## config.mk

```make
export PLATFORM = sky130hd
export DESIGN_NAME = fabric_clk_monitor
export DESIGN_NICKNAME = d
export VERILOG_FILES = /design/src/rtl/fabric_clk_monitor.sv
export SDC_FILE = /design/constraint.sdc
export NUM_CORES = 1
export LEC_CHECK = 0
export BUFFER_PORTS_ARGS = -buffer_cell sky130_fd_sc_hd__buf_2
export CORE_UTILIZATION = 54
export CTS_CLUSTER_DIAMETER = 100
export DETAILED_ROUTE_END_ITERATION = 10
export MAX_ROUTING_LAYER = met4
export PLACE_DENSITY_LB_ADDON = 0.1
export REMOVE_ABC_BUFFERS = 1
export SYNTH_ARGS = -nofsm -noshare
export SYNTH_HDL_FRONTEND = slang
export SYNTH_SLANG_ARGS = --single-unit
```

## constraint.sdc

```tcl
create_clock -name clk -period 2.4 [get_ports clk]
set_input_delay 0.12 -clock clk [delete_from_list [all_inputs] [get_ports clk]]
set_output_delay 0.12 -clock clk [all_outputs]
set_load 0.01 [all_outputs]
```

## src/rtl/fabric_clk_monitor.sv

```systemverilog
// fabric_clk_monitor: frequency supervisor for a fabric clock.
// Counts rising edges of an asynchronous test clock over a fixed gate window
// of clk cycles, qualifies each count against [MIN_COUNT, MAX_COUNT] and
// holds the fabric reset (rst_out) until GOOD_WINDOWS consecutive in-band
// windows have been seen.
// Optional feature macro: FABRIC_CLK_MONITOR_STICKY_FAULT_EN
//   defined   -> loss of lock latches a FAULT state until clear_fault
//   undefined -> loss of lock drops back to ACQUIRE with a one-cycle fault pulse
module fabric_clk_monitor #(
  parameter int GATE_CYCLES  = 50000,
  parameter int CNT_W        = 16,
  parameter int MIN_COUNT    = 19800,
  parameter int MAX_COUNT    = 20200,
  parameter int GOOD_WINDOWS = 4
) (
  input  logic             clk,
  input  logic             rst,
  input  logic             test_in,
  input  logic             clear_fault,
  output logic [CNT_W-1:0] meas_count,
  output logic             meas_valid,
  output logic             freq_ok,
  output logic             fault,
  output logic             rst_out
);

  localparam int GATE_W = (GATE_CYCLES > 1) ? $clog2(GATE_CYCLES) : 1;
  localparam int STRK_W = $clog2(GOOD_WINDOWS + 1);

  localparam logic [1:0] ST_WAIT  = 2'd0;
  localparam logic [1:0] ST_ACQ   = 2'd1;
  localparam logic [1:0] ST_LOCK  = 2'd2;
`ifdef FABRIC_CLK_MONITOR_STICKY_FAULT_EN
  localparam logic [1:0] ST_FAULT = 2'd3;
`endif

  logic [2:0]        sync_q;
  logic [GATE_W-1:0] gate_q, gate_d;
  logic [CNT_W-1:0]  edge_q, edge_d;
  logic [CNT_W-1:0]  meas_q, meas_d;
  logic              valid_q;
  logic [1:0]        state_q, state_d;
  logic [STRK_W-1:0] streak_q, streak_d;
  logic              freq_ok_q, freq_ok_d;
  logic              fault_q, fault_d;

  logic              strobe;
  logic              terminal;
  logic [CNT_W-1:0]  close_count;
  logic              in_band;
  logic [STRK_W-1:0] streak_inc;

  // Increment that sticks at all-ones instead of wrapping.
  function automatic logic [CNT_W-1:0] sat_inc(input logic [CNT_W-1:0] v);
    if (&v) sat_inc = v;
    else    sat_inc = v + 1'b1;
  endfunction

  // A saturated count means the true count is unknown, so it never qualifies.
  function automatic logic band_check(input logic [CNT_W-1:0] v);
    band_check = !(&v) && (v >= CNT_W'(MIN_COUNT)) && (v <= CNT_W'(MAX_COUNT));
  endfunction

  assign strobe      = sync_q[1] & ~sync_q[2];
  assign terminal    = (gate_q == GATE_W'(GATE_CYCLES - 1));
  // An edge strobe on the terminal cycle still belongs to the closing window.
  assign close_count = strobe ? sat_inc(edge_q) : edge_q;
  assign in_band     = band_check(close_count);
  assign streak_inc  = streak_q + 1'b1;

  // Two-FF synchronizer plus a third stage for rising-edge detection.
  always_ff @(posedge clk or posedge rst) begin
    if (rst) sync_q <= 3'b000;
    else     sync_q <= {sync_q[1:0], test_in};
  end

  // Free-running gate and edge counters; windows are back-to-back.
  always_comb begin
    gate_d = terminal ? '0 : gate_q + 1'b1;
    edge_d = edge_q;
    meas_d = meas_q;
    if (terminal) begin
      edge_d = '0;
      meas_d = close_count;
    end else if (strobe) begin
      edge_d = sat_inc(edge_q);
    end
  end

  // Qualification state machine; only window closes (and clear) move it.
  always_comb begin
    state_d  = state_q;
    streak_d = streak_q;
`ifdef FABRIC_CLK_MONITOR_STICKY_FAULT_EN
    fault_d  = fault_q;
`else
    fault_d  = 1'b0;
`endif
    case (state_q)
      ST_WAIT: begin
        // First window is discarded while the synchronizer settles.
        if (terminal) begin
          state_d  = ST_ACQ;
          streak_d = '0;
        end
      end
      ST_ACQ: begin
        if (terminal) begin
          if (in_band) begin
            streak_d = streak_inc;
            if (streak_inc == STRK_W'(GOOD_WINDOWS)) state_d = ST_LOCK;
          end else begin
            streak_d = '0;
          end
        end
      end
      ST_LOCK: begin
        if (terminal && !in_band) begin
          streak_d = '0;
          fault_d  = 1'b1;
`ifdef FABRIC_CLK_MONITOR_STICKY_FAULT_EN
          state_d  = ST_FAULT;
`else
          state_d  = ST_ACQ;
`endif
        end
      end
`ifdef FABRIC_CLK_MONITOR_STICKY_FAULT_EN
      ST_FAULT: begin
        // Clear wins over a coincident window close; that result is dropped.
        if (clear_fault) begin
          state_d  = ST_ACQ;
          streak_d = '0;
          fault_d  = 1'b0;
        end
      end
`endif
      default: begin
        state_d  = ST_WAIT;
        streak_d = '0;
      end
    endcase
    freq_ok_d = (state_d == ST_LOCK);
  end

`ifndef FABRIC_CLK_MONITOR_STICKY_FAULT_EN
  logic unused_clear_fault;
  assign unused_clear_fault = clear_fault;
`endif

  // State, counter and output registers; rst abandons the current window.
  always_ff @(posedge clk or posedge rst) begin
    if (rst) begin
      gate_q    <= '0;
      edge_q    <= '0;
      meas_q    <= '0;
      valid_q   <= 1'b0;
      state_q   <= ST_WAIT;
      streak_q  <= '0;
      freq_ok_q <= 1'b0;
      fault_q   <= 1'b0;
    end else begin
      gate_q    <= gate_d;
      edge_q    <= edge_d;
      meas_q    <= meas_d;
      valid_q   <= terminal;
      state_q   <= state_d;
      streak_q  <= streak_d;
      freq_ok_q <= freq_ok_d;
      fault_q   <= fault_d;
    end
  end

  assign meas_count = meas_q;
  assign meas_valid = valid_q;
  assign freq_ok    = freq_ok_q;
  assign fault      = fault_q;
  assign rst_out    = ~freq_ok_q;

endmodule

```

---- Word level (Yosys, flattened, before mapping) ----
Cells that the tools add are included.
cells by class
  reductions and logical operators ........ 9
  muxes and demuxes ....................... 17
  bitwise gates (word level) .............. 3
  add/subtract/negate cells ............... 3
  $lt $le $gt $ge ......................... 2
  equality and inequality tests ........... 8
operators by type and width
  cell                                                    number
  2-to-1 mux 16 bit                                       4
  adder 16 x 1 -> 16 bit (second input constant)          2
  AND reduction 16 bit                                    2
  equality test 16 bit (second input constant)            1
  >= comparator 16 x 15 -> 1 bit (second input constant)  1
  <= comparator 16 x 15 -> 1 bit (second input constant)  1
  2-to-1 mux 3 bit                                        4
  2-to-1 mux 2 bit                                        5
  case mux 3 bit (3 select lines)                         1
  inequality test 2 bit (second input constant)           3
  case mux 2 bit (3 select lines)                         1
  equality test 2 bit (second input constant)             2
  adder 3 x 1 -> 3 bit (second input constant)            1
  equality test 3 bit (second input constant)             1
  logical AND 1 bit                                       3
  AND reduction 3 bit                                     1
  equality test 2 x 1 -> 1 bit (second input constant)    1
  logical NOT 1 bit                                       2
  logical NOT 2 bit                                       1
  2-to-1 mux 1 bit                                        2
  NOT 1 bit                                               2
  bitwise AND 1 bit                                       1
storage, ports and cells
  register bits after elaboration ......... 59

---- Depth between registers and ports, before layout ----
  word-level depth ........................ 12
  mapped depth ............................ 10
  depth with buffers taken out ............ 9

---- Worst setup path before layout ----
OpenSTA, ideal clock, no wires.
  path type ............................... reg-to-reg
  from .................................... reg edge_q[0]
  to ...................................... reg freq_ok_q, in the netlist freq_ok
  arrival ................................. 2.246 ns
  data required time ...................... 2.279 ns
  stages on the path, launching flop included .. 11
  slack ................................... 0.033 ns
  cells stage by stage .................... dfrtp_1 ha_1 and2_1 clkbuf_1 o21ai_0 nand3_1 a32oi_1 a21oi_1 o311ai_4 nand3_2 a22o_1
on the way
  cells in the longest elaborated chain, start to end .. 12
  elaborated cells between the ends (all ways) .. 17
  those cells by class .................... add/sub: 1; order compare: 2; eq/ne: 1; mux: 6; reduce/logical: 7
RTL lines
  item                                                                    line    source
  start: declaration                                                      39      logic [CNT_W-1:0] edge_q, edge_d;
  start signal: assignment                                                164     edge_q <= edge_d;
  adder 16 x 1 -> 16 bit / AND reduction 16 bit (equally long branches)   56, 55
  2-to-1 mux 16 bit                                                       n/a
  2-to-1 mux 16 bit (*)                                                   n/a
  branches (longest 3 deep; another with >= comparator 16 x 15 -> 1 bit)  n/a
  logical AND 1 bit (*)                                                   61      band_check = !(&v) && (v >= CNT_W'(MIN_COUNT)) && (v <= CNT_W'(MAX_COUNT));
  logical NOT 1 bit                                                       118     if (terminal && !in_band) begin
  logical AND 1 bit                                                       118
  2-to-1 mux 2 bit                                                        118
  case mux 2 bit (3 select lines) (*)                                     99      case (state_q)
  equality test 2 bit (*)                                                 143     freq_ok_d = (state_d == ST_LOCK);
  via freq_ok_d                                                           44      logic freq_ok_q, freq_ok_d;
  end signal: assignment                                                  169     freq_ok_q <= freq_ok_d;
  end: declaration                                                        44
Mark *: on every way through the listed nets, which the timed path passes.
A chain may end at the register's enable or synchronous reset.

---- Worst setup path after layout ----
  from .................................... reg edge_q[1]
  to ...................................... reg state_q[0]
on the way
  cells in the longest elaborated chain, start to end .. 11
  elaborated cells between the ends (all ways) .. 16
  those cells by class .................... add/sub: 1; order compare: 2; mux: 6; reduce/logical: 7
RTL lines
  item                                                                    line    source
  adder 16 x 1 -> 16 bit / AND reduction 16 bit (equally long branches)   56, 55
  2-to-1 mux 16 bit                                                       n/a
  2-to-1 mux 16 bit (*)                                                   n/a
  branches (longest 3 deep; another with >= comparator 16 x 15 -> 1 bit)  n/a
  logical AND 1 bit (*)                                                   61
  logical NOT 1 bit                                                       118
  logical AND 1 bit                                                       118
  2-to-1 mux 2 bit                                                        118
  case mux 2 bit (3 select lines) (*)                                     99
  via state_d[0]                                                          42      logic [1:0] state_q, state_d;
  end signal: assignment                                                  167     state_q <= state_d;
  end: declaration                                                        42
Marked as above.

==> run summary <==
fin area = 4030 um^2
reg-to-reg startpoint = edge_q[1]
vias in the first global route = 2431
Design Power = 0.00262 W
met2 wire len = 3270 um
die area = 6110 um^2
drt drc = 0
Post-Synth XOR/XNOR Area = 6.71%
CTS tree = done
Ant. Diodes = 0
met3 wire length = 266 um
gr ovfl total = 0
overall die width = 78.1 um
CP cell instances = ha_4 > nand2_2 > nor4_4 > buf_4 > or2b_1 > mux2_4 > and4bb_4 > o311ai_4 > a31oi_1 > a211oi_1
total CTS buffers = 9
CTS H-tree lvls = 3
GP Congestion = 0.941
Met1 Routed Length = 3330 um
fillers = 432
total wire length = 7010 um
Final Hold Viols = 0
Synth Area in Simple Gates = 26.5%
clock-pin slew on the worst setup and hold paths = 0.07 ns
CP peak stage delay = 0.41 ns
leakage = 1.87 nW
Tmin final = 2.38 ns
main combinational cell family by area after synthesis = simple AND/OR/NAND/NOR gates
Setup crit end kind = flip-flop
largest net degree at the start of global routing = 25
period utilisation layout = 99.3%
delay-heaviest family, CP = simple AND/OR/NAND/NOR gates
# clock sinks = 59
io pins = 24
clk_skew = 0.00856 ns
Synth Warn # = 0
post-synthesis sequential area ratio = 47.2%
number of max-cap violations = 0
Layout area overhead = 28.7%
sequential standard cell area = 1480 um^2
clock root buffer = clkbuf_8
Worst VDD drop = 0.502 mV
Hold Crit Class = input pin to async pin
Post-synth EDFFs = 0
Mapped Cells = 314
status = completed
CP Launch Point = edge_q[1]
Clock Latency Late Sink = 0.34 ns
initial antenna violation count = 0
Relative slew margins = 70.6%
Cell Area, Placed = 3630 um^2
CP Max Fanout = 6
ANT nets after route = 0
#FFs+latches synth = 59
Final #Nets = 400
DR top layer = met4
GRT Total Usage = 25.5%
Critical Path Start Type = flip-flop
Max Slew Vio Count = 0
slowest CP cell = dfrtp_1
achievable clock frequency = 0.420 GHz
Initial Util = 56.5%
first-pass GRT wire length = 11500 um
Final Setup Violations = 0
unrepaired setup endpoints after global routing = yes
WHS = 0.310 ns
asr flop ratio synth = 100%
critical path class = flip-flop to flip-flop
Iteration-0 DRC Markers = 122
Die Y = 78.1 um
Worst EP arrival = 2.60 ns
Worst EP required = 2.62 ns
Netlist cell types = 61
Max Root-Sink Buffers = 2
Adder-Cell Fraction of Synth Area = 1.60%
worst-margin pin slew = 0.440 ns
Cell Pwr Density = 649 nW/um^2
Rows = 27
area of the multi-input gates = 1710 um^2
wire length per cell = 15.0 um
sum of buffers and inverters on the critical path = 1
mux cell area share after synthesis = 2.88%
Most used DFF post-synth = dfrtp_1
drt pass-1 iters = 4
dpl hpwl = 4780 um
input/output buffers = 22
Post-Syn Area per Cell = 9.97 um^2
Core ar. = 5540 um^2
Vias = 2578
Synth Area in Compound Gates = 12.1%
mapped cell area = 3130 um^2
share of layout cells above drive strength 1 = 35.0%
Vias/cell = 5.50
-- layout by cell type (no fill, tap or decap), types with 6 or more instances in the layout --
cell type,count
a21oi_1,7
and3_1,6
buf_2,22
buf_4,53
clkbuf_8,9
dfrtp_1,56
nand2_1,38
nand3_1,17
nor2_1,32
o21ai_0,19
xnor2_1,15
xor2_1,7
-- per-stage QoR --
stage	setup slack [ns]	instances	TNS, ns	utilization [%]
detailed placement	-0.102	445	-0.540	65.6
floorplan	-0.427	302	-5.83	-
global route	-0.0920	469	-0.348	72.7
global placement	-0.0215	445	-0.0429	65.6
CTS	-0.0366	464	-0.112	69.9
finish	0.0179	469	0	72.7
-- layer usage --
metal | GRT usage, % | vias up
li1 | - | 1266
met5 | - | -
met1 | 34.0 | 1235
met3 | 4.65 | 14
met4 | 12.2 | 0
met2 | 37.7 | 63
-- power breakdown --
group	switching (W)	leakage, nW	internal, W
logic	0.000348	1.00	0.000366
registers	0.0000764	0.788	0.00105
clock network	0.000409	0.0770	0.000367
total	0.000834	1.87	0.00178
-- cells by family (layout without fill, tap and decap cells) --
group                      after synthesis  count (layout)
buffers and inverters                   20             103
DFF                                     59              59
muxes                                    7               7
xor gates and xnor gates                24              24
adders and majority gates                4               4
AOI/OAI and AO/OA                       55              55
and+or+nand+nor                        145             145
-- cell usage after synthesis (all sizes together), types with 4 or more instances --
library cell  number  area (um^2)
dfrtp             59         1480
nand2             42          163
nor2              33          131
nand3             21          120
o21ai             20          100
xnor2             17          149
a21oi              9         56.3
clkbuf             9         43.8
and3               7         45.1
nor3               7         46.3
xor2               7         61.3
inv                6         22.5
nand4              6         58.8
a22o               5         43.8
a31oi              4         25.0
and2               4         26.3
ha                 4         50.1
mux2i              4         52.6
nor4               4         55.1
o211ai             4         30.0
-- area by class of cell --
cell class                      count  area share [%]
Clock buffer                        9            3.07
Clock inverter                      7            1.12
Inverter                            8           0.745
Multi-Input combinational cell    235            42.4
Sequential cell                    59            36.7
Tap cell                           72            2.24
Timing Repair Buffer               79            13.7
-- path summary, 6_finish.rpt --
| check | endpoint | slack [ns] | cells after the start |
|---|---|---|---|
| min in group clk | sync_q[1] | 0.35 | 0 |
| max in group asynchronous | edge_q[12] | 1.40 | 4 |
| min | gate_q[14] | 0.31 | 3 |
| min reg2reg | sync_q[1] | 0.35 | 0 |
| max | state_q[0] | 0.02 | 10 |
| max reg2reg | state_q[0] | 0.02 | 10 |
-- sequential cells by signal (all words and copies together) (netlist names), 2 cells and up --
register    cells
edge_q         16
gate_q         16
meas_count     16
state_q         2
streak_q        3
sync_q          3
-- worst register-to-register path, stage by stage, from the launching register on --
cell	delay, ns
dfrtp_1	0.41
ha_4	0.19
nand2_2	0.14
nor4_4	0.06
buf_4	0.15
or2b_1	0.22
mux2_4	0.28
and4bb_4	0.38
o311ai_4	0.16
a31oi_1	0.21
a211oi_1	0.07
-- what timing repair did --
item,CTS,global route
endpoints found under the hold margin,18,0
pin swaps,4,18
endpoints found under the setup margin,7,7
gates cloned,0,0
hold buffers,2,0
resized for setup,7,27
buffers inserted,1,7
Note: power is estimated with default switching activity, not from simulation.
